`src/rtl/dmem_pkg.sv`:
```
// Shared size encodings and lane helpers for the data-memory arbiter.
package dmem_pkg;

  localparam logic [1:0] SIZE_B = 2'd0;
  localparam logic [1:0] SIZE_H = 2'd1;
  localparam logic [1:0] SIZE_W = 2'd2;
  localparam logic [1:0] SIZE_X = 2'd3;

  // Misaligned half/word or the reserved size code.
  function automatic logic lane_err(input logic [1:0] size, input logic [1:0] off);
    case (size)
      SIZE_B:  lane_err = 1'b0;
      SIZE_H:  lane_err = off[0];
      SIZE_W:  lane_err = |off;
      default: lane_err = 1'b1;
    endcase
  endfunction

  // Byte write enables for a store; all-zero when the access is rejected.
  function automatic logic [3:0] lane_wea(input logic [1:0] size, input logic [1:0] off);
    case (size)
      SIZE_B:  lane_wea = 4'b0001 << off;
      SIZE_H:  lane_wea = 4'b0011 << off;
      SIZE_W:  lane_wea = 4'b1111;
      default: lane_wea = '0;
    endcase
    if (lane_err(size, off)) lane_wea = '0;
  endfunction

  // Pick the addressed byte/half out of a RAM word and extend it to 32 bits.
  function automatic logic [31:0] lane_extract(input logic [31:0] word, input logic [1:0] size,
                                               input logic [1:0] off, input logic uns);
    logic [7:0]  b;
    logic [15:0] h;
    b = word[{off, 3'b000} +: 8];
    h = off[1] ? word[31:16] : word[15:0];
    case (size)
      SIZE_B:  lane_extract = uns ? {24'b0, b} : {{24{b[7]}}, b};
      SIZE_H:  lane_extract = uns ? {16'b0, h} : {{16{h[15]}}, h};
      default: lane_extract = word;
    endcase
  endfunction

endpackage

```
`src/rtl/dmem_lane.sv`:
```
// Combinational lane logic: store enables/replicated data and load extraction.
module dmem_lane
  import dmem_pkg::*;
(
  input  logic [1:0]  size,
  input  logic [1:0]  off,
  input  logic        uns,
  input  logic [31:0] wdata_in,
  input  logic [31:0] rdata_in,
  output logic        err,
  output logic [3:0]  wea,
  output logic [31:0] wdata_out,
  output logic [31:0] rdata_out
);

  // Lane generation for stores and extraction/extension for loads.
  always_comb begin
    err       = lane_err(size, off);
    wea       = lane_wea(size, off);
    rdata_out = lane_extract(rdata_in, size, off, uns);
    case (size)
      SIZE_B:  wdata_out = {4{wdata_in[7:0]}};
      SIZE_H:  wdata_out = {2{wdata_in[15:0]}};
      default: wdata_out = wdata_in;
    endcase
  end

endmodule

```
`src/rtl/dmem_arbiter.sv`:
```
// Two-port round-robin data-memory controller in front of a negedge RAM.
module dmem_arbiter
  import dmem_pkg::*;
#(
  parameter int unsigned ADDR_WIDTH = 17
) (
  input  logic                  clk,
  input  logic                  rst,
  input  logic                  p0_req_valid,
  output logic                  p0_req_ready,
  input  logic                  p0_req_we,
  input  logic [ADDR_WIDTH+1:0] p0_req_addr,
  input  logic [1:0]            p0_req_size,
  input  logic                  p0_req_unsigned,
  input  logic [31:0]           p0_req_wdata,
  output logic                  p0_rsp_valid,
  output logic [31:0]           p0_rsp_rdata,
  output logic                  p0_rsp_err,
  input  logic                  p1_req_valid,
  output logic                  p1_req_ready,
  input  logic                  p1_req_we,
  input  logic [ADDR_WIDTH+1:0] p1_req_addr,
  input  logic [1:0]            p1_req_size,
  input  logic                  p1_req_unsigned,
  input  logic [31:0]           p1_req_wdata,
  output logic                  p1_rsp_valid,
  output logic [31:0]           p1_rsp_rdata,
  output logic                  p1_rsp_err,
  output logic [ADDR_WIDTH-1:0] ram_raddr,
  output logic [ADDR_WIDTH-1:0] ram_waddr,
  output logic [31:0]           ram_wdata,
  output logic [3:0]            ram_wea,
  input  logic [31:0]           ram_rdata
);

  logic                  ptr;
  logic                  accept;
  logic                  grant1;
  logic                  sel_we;
  logic                  sel_uns;
  logic [ADDR_WIDTH+1:0] sel_addr;
  logic [1:0]            sel_size;
  logic [31:0]           sel_wdata;

  logic                  req_err;
  logic [3:0]            req_wea;
  logic [31:0]           req_wdata;
  logic [31:0]           req_rdata_x;

  logic                  rsp_v;
  logic                  rsp_port;
  logic                  rsp_we;
  logic                  rsp_err;
  logic                  rsp_uns;
  logic [1:0]            rsp_size;
  logic [1:0]            rsp_off;
  logic [31:0]           rsp_word;
  logic [31:0]           rsp_ext;
  logic [31:0]           rsp_data;
  logic                  rsp_err_x;
  logic [3:0]            rsp_wea_x;
  logic [31:0]           rsp_wdata_x;
  logic                  unused_lane;

  // Round-robin grant: on contention the port other than the last grant wins.
  always_comb begin
    p0_req_ready = 1'b0;
    p1_req_ready = 1'b0;
    if (!rst) begin
      p0_req_ready = p0_req_valid && (!p1_req_valid || ptr);
      p1_req_ready = p1_req_valid && (!p0_req_valid || !ptr);
    end
    accept = p0_req_ready || p1_req_ready;
    grant1 = p1_req_ready;
  end

  // Request field mux; port 0 fields drive the RAM when nothing is accepted.
  always_comb begin
    sel_we    = p0_req_we;
    sel_uns   = p0_req_unsigned;
    sel_addr  = p0_req_addr;
    sel_size  = p0_req_size;
    sel_wdata = p0_req_wdata;
    if (grant1) begin
      sel_we    = p1_req_we;
      sel_uns   = p1_req_unsigned;
      sel_addr  = p1_req_addr;
      sel_size  = p1_req_size;
      sel_wdata = p1_req_wdata;
    end
  end

  dmem_lane u_req_lane (
    .size      (sel_size),
    .off       (sel_addr[1:0]),
    .uns       (sel_uns),
    .wdata_in  (sel_wdata),
    .rdata_in  ('0),
    .err       (req_err),
    .wea       (req_wea),
    .wdata_out (req_wdata),
    .rdata_out (req_rdata_x)
  );

  // RAM drive: write enables only for an accepted, legal store.
  always_comb begin
    ram_raddr = sel_addr[ADDR_WIDTH+1:2];
    ram_waddr = sel_addr[ADDR_WIDTH+1:2];
    ram_wdata = req_wdata;
    ram_wea   = (accept && sel_we) ? req_wea : '0;
  end

  // Pointer and response stage; the RAM word read at the negedge is captured here.
  always_ff @(posedge clk or posedge rst) begin
    if (rst) begin
      ptr      <= 1'b1;
      rsp_v    <= 1'b0;
      rsp_port <= 1'b0;
      rsp_we   <= 1'b0;
      rsp_err  <= 1'b0;
      rsp_uns  <= 1'b0;
      rsp_size <= SIZE_B;
      rsp_off  <= '0;
      rsp_word <= '0;
    end else begin
      rsp_v <= accept;
      if (accept) begin
        ptr      <= grant1;
        rsp_port <= grant1;
        rsp_we   <= sel_we;
        rsp_err  <= req_err;
        rsp_uns  <= sel_uns;
        rsp_size <= sel_size;
        rsp_off  <= sel_addr[1:0];
        rsp_word <= ram_rdata;
      end
    end
  end

  dmem_lane u_rsp_lane (
    .size      (rsp_size),
    .off       (rsp_off),
    .uns       (rsp_uns),
    .wdata_in  ('0),
    .rdata_in  (rsp_word),
    .err       (rsp_err_x),
    .wea       (rsp_wea_x),
    .wdata_out (rsp_wdata_x),
    .rdata_out (rsp_ext)
  );

  assign unused_lane = ^{req_rdata_x, rsp_err_x, rsp_wea_x, rsp_wdata_x};

  // Route the response to the owning port; stores and errors return zero data.
  always_comb begin
    rsp_data     = (rsp_v && !rsp_we && !rsp_err) ? rsp_ext : '0;
    p0_rsp_valid = rsp_v && !rsp_port;
    p1_rsp_valid = rsp_v && rsp_port;
    p0_rsp_rdata = rsp_port ? '0 : rsp_data;
    p1_rsp_rdata = rsp_port ? rsp_data : '0;
    p0_rsp_err   = p0_rsp_valid && rsp_err;
    p1_rsp_err   = p1_rsp_valid && rsp_err;
  end

endmodule
```
`config.mk`:
```
export PLATFORM = sky130hd
export DESIGN_NAME = dmem_arbiter
export DESIGN_NICKNAME = d
export VERILOG_FILES = /design/src/rtl/dmem_pkg.sv /design/src/rtl/dmem_lane.sv /design/src/rtl/dmem_arbiter.sv
export SDC_FILE = /design/constraint.sdc
export NUM_CORES = 1
export LEC_CHECK = 0
export ABC_CLOCK_PERIOD_IN_PS = 2400
export BUFFER_PORTS_ARGS = -buffer_cell sky130_fd_sc_hd__buf_2
export CAP_MARGIN = 20
export CORE_UTILIZATION = 25
export CTS_CLUSTER_SIZE = 12
export DETAILED_ROUTE_END_ITERATION = 7
export GPL_TIMING_DRIVEN = 0
export PLACE_DENSITY_LB_ADDON = 0.12
export RECOVER_POWER = 100
export SETUP_SLACK_MARGIN = 0.5
export SKIP_LAST_GASP = 1
export SYNTH_ARGS = -nofsm -noshare
export SYNTH_HDL_FRONTEND = slang
export SYNTH_HIERARCHICAL = 1
export SYNTH_SLANG_ARGS = --single-unit
export TNS_END_PERCENT = 1
```
`constraint.sdc`:
```
create_clock -name clk -period 2.4 [get_ports clk]
set_clock_uncertainty 0.05 [all_clocks]
set_input_delay 0 -clock clk [delete_from_list [all_inputs] [get_ports clk]]
set_output_delay 0 -clock clk [all_outputs]
set_load 0.05 [all_outputs]
```
==> results.cfg, run 1 <==
[synthesis]
ys_warn_count = 6
synth_area_mm2 = 0.00451
syn_avg_cell_area_um2 = 9.12
synth_cells = 494
synth_fp_nets = 640

[power]
p_comb_frac = 0.580
p_clk_frac = 0.181
p_switching_uw = 1790
vdd_drop_max_uv = 260
p_int_uw = 2070
swShare = 0.463
p_leak_uw = 0.00366
p_per_area_mw_per_mm2 = 536
power_frac_seq = 0.239

[layout]
nets = 997
syn_to_final_growth_pct = 59.8
final_layout_size_suffix_gt1_frac = 0.610
design_area_mm2 = 0.00720
n_antenna_cell = 0

[worst_setup_path]
reg2reg_slack_ns = 0.16
cp_num_cells = 9
cp.buffers_inverters = 4
reg2reg_depth = 14
required_ns = 2.35
cpLargestDelayFamily = buffers and inverters
critPathMaxStageDelay_ns = 0.40
regToRegStartpoint = ptr
slowest_stage = dfstp_2
path_common_cell = buf_6
worstPathCellList = and2_4 > o21ai_4 > nand2_2 > buf_6 > buf_6 > buf_8 > a211oi_2 > nor3b_4 > clkbuf_4
cp-end-kind = primary output
cp_max_fo = 5
worstPathArrival_ns = 2.24
critical_path_class = reg2out
rr_endpoint = rsp_size[1]
cp-start-kind = flop

[sta]
setup_viol = 0
whs_ns = 0.0432
fin_setup_tns_ns = 0
fin_crit_ns = 2.29
max_freq_ghz = 0.437
tightest_slew_ns = 1.04
min_period_over_period = 0.953
finalMaxSlewViolations = 0
slew_headroom = 0.307
rsz0062_at_grt = yes
hold_viol_final = 0

[clock_network]
cts_buffers = 5
htree_num_levels = 2
ctsLongestPathBuffers = 2
clk_pin_slew_worst_paths_ns = 0.07
cts_root_buffer = clkbuf_16
clk_latency_ns = 0.29
cts.sinks = 42
cts_tree = built

[die]
io_pins = 286
chipWidth_um = 136
die_h_um = 136
die-area_mm2 = 0.0186
core_mm2 = 0.0175
start_util = 0.258
rows = 48

[place]
place.gp.congestion = 0.865
dpl.hpwl_mm = 14.4
dpl_cell_area_mm2 = 0.00627
io_buffers = 284

[route]
drc = 0
drt-initial-drc-count = 213
routedLengthMet1_mm = 7.10
route.met2.wl_mm = 9.37
route.met3.wl_um = 976
wirelength_mm = 17.8
post_drt_wl_per_cell_um = 16.6
final_antenna_net_count = 0
first_pass_iters = 4
vias = 4876
via_per_inst = 4.53
highest_layer = met4

[grt]
grt_max_degree = 31
grt_usage = 0.187
antenna_found_initial = 0
first_global_vias = 4929
grt_pass1_wl_mm = 26.4
gr-total-overflow = 0

[worst_hold_path]
holdCritStartpoint = p0_req_valid
hold_path_class = in2reg
min_to = ptr
min_path_cells = 4

[run]
drv_cap = 0

[status]
outcome = completed
==> through the flow <==
step | util | setup slack [ns] | power [uW] | std cells
final | 0.412 | 0.113 | 3860 | 1077
after global routing | 0.412 | 0.0289 | 4060 | 1077
after CTS | 0.409 | 0.168 | 3850 | 1072
after detailed placement | 0.359 | 0.00410 | 3000 | 1004
after global placement | 0.358 | 0.00930 | 2980 | 1003
after floorplan | - | 0.273 | 2450 | 494
==> flip-flops by register name, indices dropped and copies added, names as in the netlist <==
register / cells
ptr: 1
rsp_err: 1
rsp_off: 2
rsp_port: 1
rsp_size: 2
rsp_uns: 1
rsp_v: 1
rsp_we: 1
rsp_word: 32
==> worst max-delay path by stage <==
stage / from / endpoint
floorplan: ptr / ram_wdata[28]
global placement: ptr / ram_wea[2]
detailed placement: ptr / ram_wea[2]
CTS: ptr / ram_wea[1]
global route: ptr / ram_wea[0]
finish: ptr / ram_wea[0]
==> metal layers <==
metal  vias to the layer above  GRT usage
li1                       2391          -
met1                      2269      0.216
met2                       196      0.352
met3                        20     0.0235
met4                         0     0.0599
met5                         -          0
==> timing repair <==
action	4_1_cts	5_1_grt
pin swaps	8	14
setup buffers	18	5
setup endpoints to repair	136	137
resized for setup	51	25
endpoints found under the hold margin	80	0
hold buffers	42	0
==> power by group through the flow <==
stage	Clock [uW]	Sequential (uW)	Combinational [uW]
finish	699	921	2240
global placement	0	924	2060
floorplan	0	883	1570
CTS	713	919	2220
global route	742	936	2380
detailed placement	0	926	2080
==> placed cells by master (no fill, tap or decap), types with 3 or more instances in the layout <==
cell / instances
and3b_1: 9
nor3b_4: 6
clkbuf_1: 23
nor2_1: 12
and2_1: 68
nand2_2: 12
o21ai_1: 11
clkbuf_4: 6
buf_1: 4
nand2_1: 33
o221a_2: 7
mux2_2: 87
dfrtp_1: 41
buf_2: 174
clkbuf_2: 102
clkbuf_16: 5
o21ai_0: 3
mux2_1: 11
mux2_4: 3
inv_1: 5
a31oi_1: 12
nand3_1: 14
mux2i_1: 15
a22oi_1: 16
buf_6: 18
buf_4: 72
dlygate4sd3_1: 42
==> cell type report <==
cell class,instances,area (um2)
clock buffer,5,125
multi-input combinational,353,2960
tap,225,282
fill,1791,10300
inverter,5,18.8
timing repair buffer,350,2060
sequential,42,1050
clock inverter,3,25.0
buffer,94,679
==> worst register-to-register path, cell delays in order, from the launching register on <==
cell and delay, ns:
dfstp_2 0.40, nand2_4 0.15, nand3_4 0.09, buf_4 0.14, buf_4 0.12, buf_4 0.12, buf_4 0.13, buf_4 0.12
buf_4 0.12, buf_4 0.12, buf_4 0.12, buf_4 0.12, buf_4 0.12, buf_4 0.13, a31oi_4 0.13
Power figures use the tool's default switching activity.
==> run 2, diff against run 1 <==
- SETUP_SLACK_MARGIN: 0.5 -> 0.1
==> results.cfg, run 2 (synthesis gave the netlist of run 1 again) <==
[clock_network]
htree_num_levels = 2
cts_tree = built
clk_latency_ns = 0.28
cts.sinks = 42
ctsLongestPathBuffers = 2
clk_pin_slew_worst_paths_ns = 0.06
cts_root_buffer = clkbuf_16
cts_buffers = 5

[route]
drc = 0
drt-initial-drc-count = 187
wirelength_mm = 17.2
via_per_inst = 4.52
first_pass_iters = 6
post_drt_wl_per_cell_um = 16.3
vias = 4764
final_antenna_net_count = 0

[layout]
nets = 973
final_cell_mix = buf_2, clkbuf_2, mux2_2
utilization = 0.395
fin_cells = 1054
top_regs = rsp_word (32), rsp_off (2), rsp_size (2)
syn_to_final_growth_pct = 53.1
regMostFlops = rsp_word
largest_reg_flops = 32
final_layout_size_suffix_gt1_frac = 0.585
layout_commonest_cell = buf_2

[worst_setup_path]
slowest_stage = dfstp_2
regToRegStartpoint = ptr
cp-start-kind = flop
cp_max_fo = 10
worstPathArrival_ns = 2.25
cp-end-kind = primary output
critPathMaxStageDelay_ns = 0.58
required_ns = 2.35
rr_endpoint = rsp_err
crit_start = ptr
reg2reg_slack_ns = 0.49
reg2reg_depth = 9
critical_path_class = reg2out
worstPathCellList = nand2_4 > nand2_4 > buf_6 > mux2_1 > mux2_1 > clkbuf_2
critical_path.endpoint = ram_wdata[14]

[sta]
slew_headroom = 0.340
min_period_over_period = 0.960
finalMaxSlewViolations = 0
rsz0062_at_grt = yes
hold_viol_final = 0
fin_crit_ns = 2.30
tightest_slew_ns = 0.990
whs_ns = 0.0140
setup_viol = 0
max_freq_ghz = 0.434
layout_setup_ws_ns = 0.0954

[power]
p_switching_uw = 1720
p_clk_frac = 0.229
p_int_uw = 2230
p_leak_uw = 0.00352
p_per_area_mw_per_mm2 = 573
swShare = 0.435
power_uw = 3950
vdd_drop_max_uv = 263
p_comb_frac = 0.538
power_frac_seq = 0.233

[place]
dpl.hpwl_mm = 14.2
dp_slack_ns = -0.0567
place.gp.congestion = 0.878
dp.cells = 1004
io_buffers = 284

[run]
drv_cap = 0

[die]
rows = 48
core_mm2 = 0.0175
die_h_um = 136
io_pins = 286
die-area_mm2 = 0.0186
chipWidth_um = 136
start_util = 0.258

[grt]
grt_usage = 0.181
grt_max_degree = 39
gr-total-overflow = 0
first_global_vias = 4706
grt_pass1_wl_mm = 25.6
antenna_found_initial = 1

[worst_hold_path]
hold_path_class = in2reg

[status]
outcome = completed
## run 2: changes by cell type in the layout (fill, tap and decap cells not counted), sizes merged
cell,delta
diode,+1
buf,-30
clkinv,-1
bufinv,+2
dlygate4sd3,-2
clkbuf,+9
inv,-1
clkinvlp,-1
## run 2: critical path: cells and delay by family, from the launching register on
family	cells	cell delay [ns]
DFF	1	0.58
and+or+nand+nor	2	0.22
buffers and inverters	2	0.43
muxes	2	0.73
## run 2: area by class of cell
cell class              instances  area (um2)
multi-input cells             353        2870
well taps                     225         282
flip-flops and latches         42        1050
plain buffers                  94         642
fillers                      1787       10600
inverters                       5        18.8
diodes                          1        2.50
repair buffers                326        1830
clock inverters                 2        60.1
clock buffers                   6         139
## run 2: stage by stage
step,TNS [ns],cell area (um2)
4_1_cts,0,6860
3_3_place_gp,-0.0812,6210
3_5_place_dp,-0.0567,6230
2_1_floorplan,-1.46,4510
5_1_grt,0,6900
6_report,0,6900
## run 2: repair_timing
action / CTS / global route
pin swaps: 0 / 1
endpoints found under the setup margin: 58 / 77
endpoints found under the hold margin: 79 / 1
gates cloned: 0 / 0
hold buffers: 39 / 1
setup buffers: 0 / 1
gates resized for setup: 18 / 32
## run 2: power by group through the flow
stage / combinational [uW] / sequential (uW) / clock [uW]
global route: 2260 / 940 / 957
global placement: 2040 / 928 / 0
detailed placement: 2060 / 928 / 0
CTS: 2130 / 918 / 930
finish: 2120 / 921 / 904
floorplan: 1550 / 883 / 0
## run 2: worst min-delay path by stage
| stage | slack [ns] | from | cells past startpoint | end |
|---|---|---|---|---|
| after floorplan | 0.1 | ram_rdata[16] | 1 | rsp_word[16] |
| after global placement | 0.19 | ram_rdata[17] | 2 | rsp_word[17] |
| after detailed placement | -0.13 | rst | 2 | rsp_we |
| after CTS | 0.02 | p0_req_size[1] | 3 | rsp_size[1] |
| after global routing | 0.02 | p0_req_size[1] | 3 | rsp_size[1] |
| final | 0.01 | p0_req_size[1] | 3 | rsp_size[1] |
## run 2: routing by layer
metal / vias to the layer above / GRT usage / part of all wire
met5: - / 0 / 0
met4: 0 / 0.0531 / 0.021
met3: 22 / 0.0298 / 0.056
met2: 205 / 0.327 / 0.51
met1: 2201 / 0.218 / 0.42
li1: 2336 / - / -
